$ cat src/rtl/imem_loader.sv
// Boot-time instruction-memory loader: parses a length/payload/checksum byte frame,
// writes little-endian words through a registered write port, and releases the core on success.
module imem_loader #(
  parameter logic [31:0] BASE_ADDR = 32'h0000_0000,
  parameter int          MAX_WORDS = 256
) (
  input  logic        clk,
  input  logic        reset,
  input  logic        start,
  input  logic        in_valid,
  input  logic [7:0]  in_data,
  output logic        in_ready,
  output logic        imem_we,
  output logic [31:0] imem_addr,
  output logic [31:0] imem_wd,
  output logic        core_hold,
  output logic        done,
  output logic        error
);

  localparam int          WIDX_W    = $clog2(MAX_WORDS + 1);
  localparam logic [31:0] MAX_WORDS_U = 32'(MAX_WORDS);

  typedef enum logic [2:0] {
    S_IDLE, S_LEN0, S_LEN1, S_DATA, S_CHK, S_DONE, S_ERR
  } state_t;

  state_t              state_q, state_d;
  logic [15:0]         len_q, len_d;
  logic [WIDX_W-1:0]   word_idx_q, word_idx_d;
  logic [1:0]          byte_idx_q, byte_idx_d;
  logic [23:0]         buf_q, buf_d;
  logic [7:0]          chk_q, chk_d;
  logic                we_q, we_d;
  logic [31:0]         addr_q, addr_d;
  logic [31:0]         wd_q, wd_d;
  logic                hold_q, hold_d;

  logic                accept;
  logic [15:0]         len_full;

  assign in_ready  = (state_q == S_LEN0) || (state_q == S_LEN1) ||
                     (state_q == S_DATA) || (state_q == S_CHK);
  assign accept    = in_valid && in_ready;
  assign len_full  = {in_data, len_q[7:0]};

  assign imem_we   = we_q;
  assign imem_addr = addr_q;
  assign imem_wd   = wd_q;
  assign core_hold = hold_q;
  assign done      = (state_q == S_DONE);
  assign error     = (state_q == S_ERR);

  // NOTE: every always_comb output gets a default first so no path leaves it unassigned (no latch).
  always_comb begin
    state_d    = state_q;
    len_d      = len_q;
    word_idx_d = word_idx_q;
    byte_idx_d = byte_idx_q;
    buf_d      = buf_q;
    chk_d      = chk_q;
    we_d       = 1'b0;
    addr_d     = addr_q;
    wd_d       = wd_q;
    hold_d     = hold_q;

    unique case (state_q)
      S_IDLE, S_DONE, S_ERR: begin
        if (start) begin
          state_d    = S_LEN0;
          len_d      = '0;
          word_idx_d = '0;
          byte_idx_d = '0;
          chk_d      = '0;
          hold_d     = 1'b1;
        end
      end
      S_LEN0: begin
        if (accept) begin
          len_d[7:0] = in_data;
          chk_d      = chk_q ^ in_data;
          state_d    = S_LEN1;
        end
      end
      S_LEN1: begin
        if (accept) begin
          len_d = len_full;
          chk_d = chk_q ^ in_data;
          if (32'(len_full) > MAX_WORDS_U) state_d = S_ERR;
          else if (len_full == 16'd0)      state_d = S_CHK;
          else                             state_d = S_DATA;
        end
      end
      S_DATA: begin
        if (accept) begin
          chk_d      = chk_q ^ in_data;
          byte_idx_d = byte_idx_q + 2'd1;
          if (byte_idx_q == 2'd3) begin
            // The strobe is registered, so the CHK byte can follow the last payload byte at full rate.
            we_d       = 1'b1;
            addr_d     = BASE_ADDR + (32'(word_idx_q) << 2);
            wd_d       = {in_data, buf_q};
            word_idx_d = word_idx_q + 1'b1;
            if ((32'(word_idx_q) + 32'd1) == 32'(len_q)) state_d = S_CHK;
          end else begin
            buf_d[{byte_idx_q, 3'b000} +: 8] = in_data;
          end
        end
      end
      S_CHK: begin
        if (accept) begin
          if (in_data == chk_q) begin
            state_d = S_DONE;
            hold_d  = 1'b0;
          end else begin
            state_d = S_ERR;
          end
        end
      end
      default: state_d = S_IDLE;
    endcase
  end

  // NOTE: sequential state uses non-blocking assignments so all flops update from pre-edge values.
  always_ff @(posedge clk or negedge reset) begin
    if (!reset) begin
      state_q    <= S_IDLE;
      len_q      <= '0;
      word_idx_q <= '0;
      byte_idx_q <= '0;
      buf_q      <= '0;
      chk_q      <= '0;
      we_q       <= 1'b0;
      addr_q     <= BASE_ADDR;
      wd_q       <= '0;
      hold_q     <= 1'b1;
    end else begin
      state_q    <= state_d;
      len_q      <= len_d;
      word_idx_q <= word_idx_d;
      byte_idx_q <= byte_idx_d;
      buf_q      <= buf_d;
      chk_q      <= chk_d;
      we_q       <= we_d;
      addr_q     <= addr_d;
      wd_q       <= wd_d;
      hold_q     <= hold_d;
    end
  end

endmodule

$ cat config.mk
export PLATFORM = sky130hd
export DESIGN_NAME = imem_loader
export DESIGN_NICKNAME = d
export VERILOG_FILES = /design/src/rtl/imem_loader.sv
export SDC_FILE = /design/constraint.sdc
export NUM_CORES = 1
export LEC_CHECK = 0
export ABC_AREA = 1
export CAP_MARGIN = 30
export CORE_MARGIN = 8
export CORE_UTILIZATION = 50
export DETAILED_ROUTE_END_ITERATION = 10
export PLACE_DENSITY = 0.79
export SLEW_MARGIN = 10
export SYNTH_ARGS = -nofsm -noshare
export SYNTH_HDL_FRONTEND = slang
export SYNTH_SLANG_ARGS = --single-unit
$ cat constraint.sdc
create_clock -name clk -period 5.05 [get_ports clk]
set_input_delay 1.515 -clock clk [delete_from_list [all_inputs] [get_ports clk]]
set_output_delay 1.515 -clock clk [all_outputs]
set_load 0.005 [all_outputs]
Yosys cells after proc, flatten, opt, wreduce, memory -nomap -nowiden
Cells that the tools add are included.
Widths: inputs -> output; s select.

word-level totals
  bits in registers = 105
  bits of input ports = 12
  output and inout port bits = 69
  word-level logic and storage cells = 95

cells by class
  $add $sub $neg = 4
  magnitude comparators = 1
  equal/unequal tests = 18
  shift operators = 2
  multiplexer cells = 34
  bitwise gates (word level) = 3
  reductions and logical operators = 22

operators with widths
  kind                    count
  $mux 16                 2
  $pmux 8 s2              2
  $mux 3                  9
  $mux 9                  3
  $bwmux 24               1
  $mux 8                  3
  $pmux 8 s3              1
  $shift 8x7->24 const A  1
  $shiftx 8x7->24         1
  $pmux 9 s2              1
  $eq 10x16->1            1
  $gt 16x9->1 const B     1
  $logic_not 16->1        1
  $pmux 3 s5              1
  $reduce_and 3->1        5
  $reduce_and 4->1        3
  $add 9x1->10 const B    1
  $ne 2x2->1 const B      5
  $reduce_bool 2->1       5
  $add 9x1->9 const B     1
  $eq 3x3->1 const B      3
  $eq 8x8->1              1
  $ne 2x1->1 const B      4
  $xor 8x8->8             1
  15 further kinds        27

Depth between registers and ports, before layout
  depth after elaboration = 7
  mapped depth = 14
  gate-level depth less buffers = 14

Worst setup path after synthesis
Ideal clock, no wire load.

  kind = input to register
  start = in in_data[1]
  end = reg hold_q (netlist: core_hold)
  data arrival time = 2480 ps
  required time = 4971 ps
  slack = 2491 ps
  stages = 8
  buffers on the path = 1
  path through = clkbuf_1 xnor2_1 nand2_1 nor3_1 nand2_1 nor2_1 o21ai_0 o21ai_0

between the ends
  word-level cells in the longest chain between the ends = 3

RTL lines
  what                        line  RTL
  start, declared             11    input logic [7:0] in_data,
  $eq 8x8->1                  112   if (in_data == chk_q) begin
  $ne 2x1->1 (no line)        -
  $reduce_and 4->1 (no line)  -
  end signal, assigned        147   hold_q <= hold_d;
  end, declared               37    logic hold_q, hold_d;

Every way passes these cells.
A chain may end at the register's enable or synchronous reset.

Worst setup path in the final report
  start = reg state_q[1]
  end = out in_ready

between the ends
  word-level cells in the longest chain between the ends = 4
  elaborated cells between the ends (all ways) = 7
  those cells by class = 4 x eq/ne; 3 x reduce/logical

RTL lines
  what                                             line  RTL
  start, declared                                  28    state_t state_q, state_d;
  start signal, assigned                           138   state_q <= state_d;
  $eq 3x1->1 / $eq 3x2->1 (equally long branches)  42    assign in_ready = (state_q == S_LEN0) || (state_q == S_LEN1) ||
  $logic_or 1x1->1 (2 in a row)                    42
  $logic_or 1x1->1 *                               43    (state_q == S_DATA) || (state_q == S_CHK);
  end, declared                                    12    output logic in_ready,

Mark *: on every way between the ends. The rest lies on a longest branch, timed or not.

==> metrics.md <==
| Metric | Value |
|---|---|
| Minimum clock period | `3.40 ns` |
| Reg-to-Reg Start | `word_idx_q[0]` |
| Net Sw Frac | `0.379` |
| Worst-Margin Slew | `0.607 ns` |
| Via count | `4,153` |
| Synth Flop Type | `dfrtp_1` |
| Synth Cell Area | `0.00524 mm^2` |
| Delay of the slowest critical-path stage | `0.51 ns` |
| H-tree depth | `3` |
| Area of the multi-input gates | `0.00206 mm^2` |
| Core Region | `0.0102 mm^2` |
| Reg power frac | `0.421` |
| Sequential cell area | `0.00263 mm^2` |
| DRC | `0` |
| Inst Count DP | `781` |
| DR pass1 iterations | `5` |
| Post-synth EDFFs | `0` |
| WS Path Type | `reg -> out` |
| Die Wd | `118 um` |
| Die ar. | `0.0140 mm^2` |
| Hold_buf cts | `0` |
| Post-synthesis sequential area ratio | `0.502` |
| Leak | `2.90 nW` |
| Worst VDD drop | `0.294 mV` |
| Hold_ws | `0.487 ns` |
| All-layer global routing usage | `0.173` |
| Grt total ovfl | `0` |
| Max-slew violations | `0` |
| RSZ-0062 raised after global routing | `no` |
| Hpwl dp | `8.53 mm` |
| Post-route cell area | `0.00603 mm^2` |
| Final #Nets | `675` |
| Setup TNS after final layout | `0 ns` |
| Max Cap Viol | `0` |
| CTS Buf Count | `9` |
| Register bit count reported by yosys | `105` |
| Initial DRC Count | `392` |
| Critical Path Fanout Max | `5` |
| Initial antenna violation count | `0` |
| Initial Utilization | `0.512` |
| Final period util | `0.674` |
| Non-filler instance count after layout | `798` |
| Maximum clock rate | `294 MHz` |
| Internal | `1.60 mW` |
| Final Hold Viols | `0` |
| Vias in the first global route | `4,093` |
| Die Y | `118 um` |
| Hold Crit Start | `imem_addr[4]` |
| Layout cells sized above 1 | `0.0816` |
| Row cnt | `37` |
| Diodes inserted | `0` |
| Register-to-register setup slack | `2.84 ns` |
| Setup Skew | `0.00998 ns` |
| Yosys cell types | `40` |
| WP data arrival | `1.89 ns` |
| Placer Congestion | `0.881` |
| I/O pins | `81` |
| Psw | `980 uW` |
| Routed wire length | `11.8 mm` |
| Drt wl/cell | `14.8 um` |
| HP Class | `reg -> reg` |
| CTS tree | `yes` |
| Synth-to-Final Area Change | `15.2%` |
| Pre-CTS WS | `1.81 ns` |
| CTS sink cnt | `105` |
| Synth async-reset ratio | `1.00` |
| CTS clk-pin slew, worst paths | `0.09 ns` |
| Largest net degree at the start of global routing | `80` |
| Clock root cell | `clkbuf_8` |
| Crit path launch type | `register` |
| Syn_area_per_cell | `8.62 um^2` |
| Slew margin rel. | `0.596` |
| Endpoints failing setup | `0` |
| Outcome | `finished clean` |
| Worst EP required | `3.54 ns` |
| Cell count of the worst reg-to-reg path | `14` |
| Placed Instance Area | `0.00579 mm^2` |
| Post-CTS setup buffers | `0` |
| Bufs and invs on worst path | `1` |
| Via/cell ratio | `5.20` |
| First-pass GRT wire length | `19.9 mm` |
| Syn. warnings | `0` |
| FF-to-FF End | `state_q[0]` |
| Cells along the critical path | `nor2_2 > nand2_1 > nand2_2 > clkdlybuf4s50_1` |
| Clock Path Buffers | `2` |
| WHS Path Cells | `2` |
| # port buffers | `57` |
| Hold Path End | `imem_addr[4]` |
| CP top delay family | `simple AND/OR/NAND/NOR gates` |
| Synthesized instance count | `607` |
| Fill cell count | `879` |
| Worst path slowest cell | `clkdlybuf4s50_1` |
| Cell Pwr Density | `428 mW/mm^2` |
| Post-route ant nets | `0` |
| Clock power share | `0.218` |
| CP endpoint kind | `output port` |
| Share of total power in combinational logic | `0.361` |
| PostCTS Resize Cnt | `0` |
| Clk Latency, worst-skew pair | `0.38 ns` |
| Fin worst setup slack | `1.65 ns` |
layout by cell type (no fill, tap or decap), types with 3 or more instances in the layout:
cell / Yosys / routed
a21oi_1: 3 / 3
buf_4: 25 / 4
clkbuf_1: 8 / 3
clkbuf_8: 0 / 9
clkdlybuf4s50_1: 0 / 56
conb_1: 1 / 23
dfrtp_1: 104 / 104
ha_1: 6 / 6
inv_1: 83 / 83
inv_2: 6 / 6
nand2_1: 110 / 110
nand2_2: 5 / 5
nand3_1: 53 / 52
nand3_2: 2 / 3
nand4_1: 22 / 22
nor2_1: 32 / 32
nor2_2: 3 / 3
nor2_8: 3 / 3
o21ai_0: 59 / 59
o21ai_1: 30 / 30
o22ai_1: 10 / 10
xnor2_1: 4 / 4
xor2_1: 4 / 4
power groups by stage:
stage	logic [mW]	clock network, mW	registers [mW]
global placement	0.899	0	1.10
detailed placement	0.917	0	1.10
global route	1.04	0.609	1.11
finish	0.931	0.564	1.09
floorplan	0.715	0	1.08
CTS	0.925	0.575	1.09
per-stage QoR:
stage / util / power [mW]
floorplan: - / 1.79
global placement: 0.566 / 2.00
detailed placement: 0.566 / 2.02
CTS: 0.587 / 2.59
global route: 0.589 / 2.76
finish: 0.589 / 2.58
worst max path at each step:
stage,start,endpoint,slack [ns],depth (start not counted)
floorplan,in_data[1],core_hold,2.49,8
global placement,in_valid,chk_q[0],1.83,4
detailed placement,in_valid,chk_q[0],1.81,4
finish,state_q[1],in_ready,1.65,4
global route,state_q[1],in_ready,1.49,4
CTS,state_q[1],in_ready,1.63,4
cells by family after synthesis:
| kind of cell | count (synthesis) | share of synthesized area |
|---|---|---|
| compound gates | 108 | 0.113 |
| flops | 105 | 0.502 |
| buf+inv | 134 | 0.120 |
| simple gates | 241 | 0.227 |
| fa+ha+maj | 6 | 0.0143 |
| mux | 4 | 0.00860 |
| xor+xnor | 8 | 0.0134 |
| other cells | 1 | 0.000716 |
tightest hold or removal path, stage by stage, from the launching register on:
cell	delay [ns]
dfrtp_1	0.35
nand2_1	0.05
o21ai_0	0.05
synth_stat cells, types with 8 or more instances:
cell        n  area [um^2]
buf_2       8         40.0
buf_4      25          188
clkbuf_1    8         30.0
dfrtp_1   104         2600
inv_1      83          312
nand2_1   110          413
nand3_1    53          265
nand4_1    22          138
nor2_1     32          120
o21ai_0    59          295
o21ai_1    30          150
o22ai_1    10         62.6
flip-flops by register name, indices dropped and copies added, names as in the netlist:
register    cells
len_q          16
imem_we         1
imem_addr       9
word_idx_q      9
chk_q           8
byte_idx_q      2
core_hold       1
buf_q          24
imem_wd        32
state_q         3
per-layer routing:
metal  GRT usage  part of all wire  up-vias
li1            -                 -     2020
met1       0.222              0.45     1961
met2       0.266              0.46      148
met3      0.0485             0.066       24
met4      0.0777             0.022        0
met5           0                 0        -
final cells by class:
cell class	instances	share of cell area
Multi-Input combinational cell	390	0.342
Clock inverter	4	0.0127
Timing Repair Buffer	61	0.102
Clock buffer	12	0.0224
Tap cell	136	0.0282
Sequential cell	105	0.436
Inverter	90	0.0562
(Power assumes the default switching activity.)
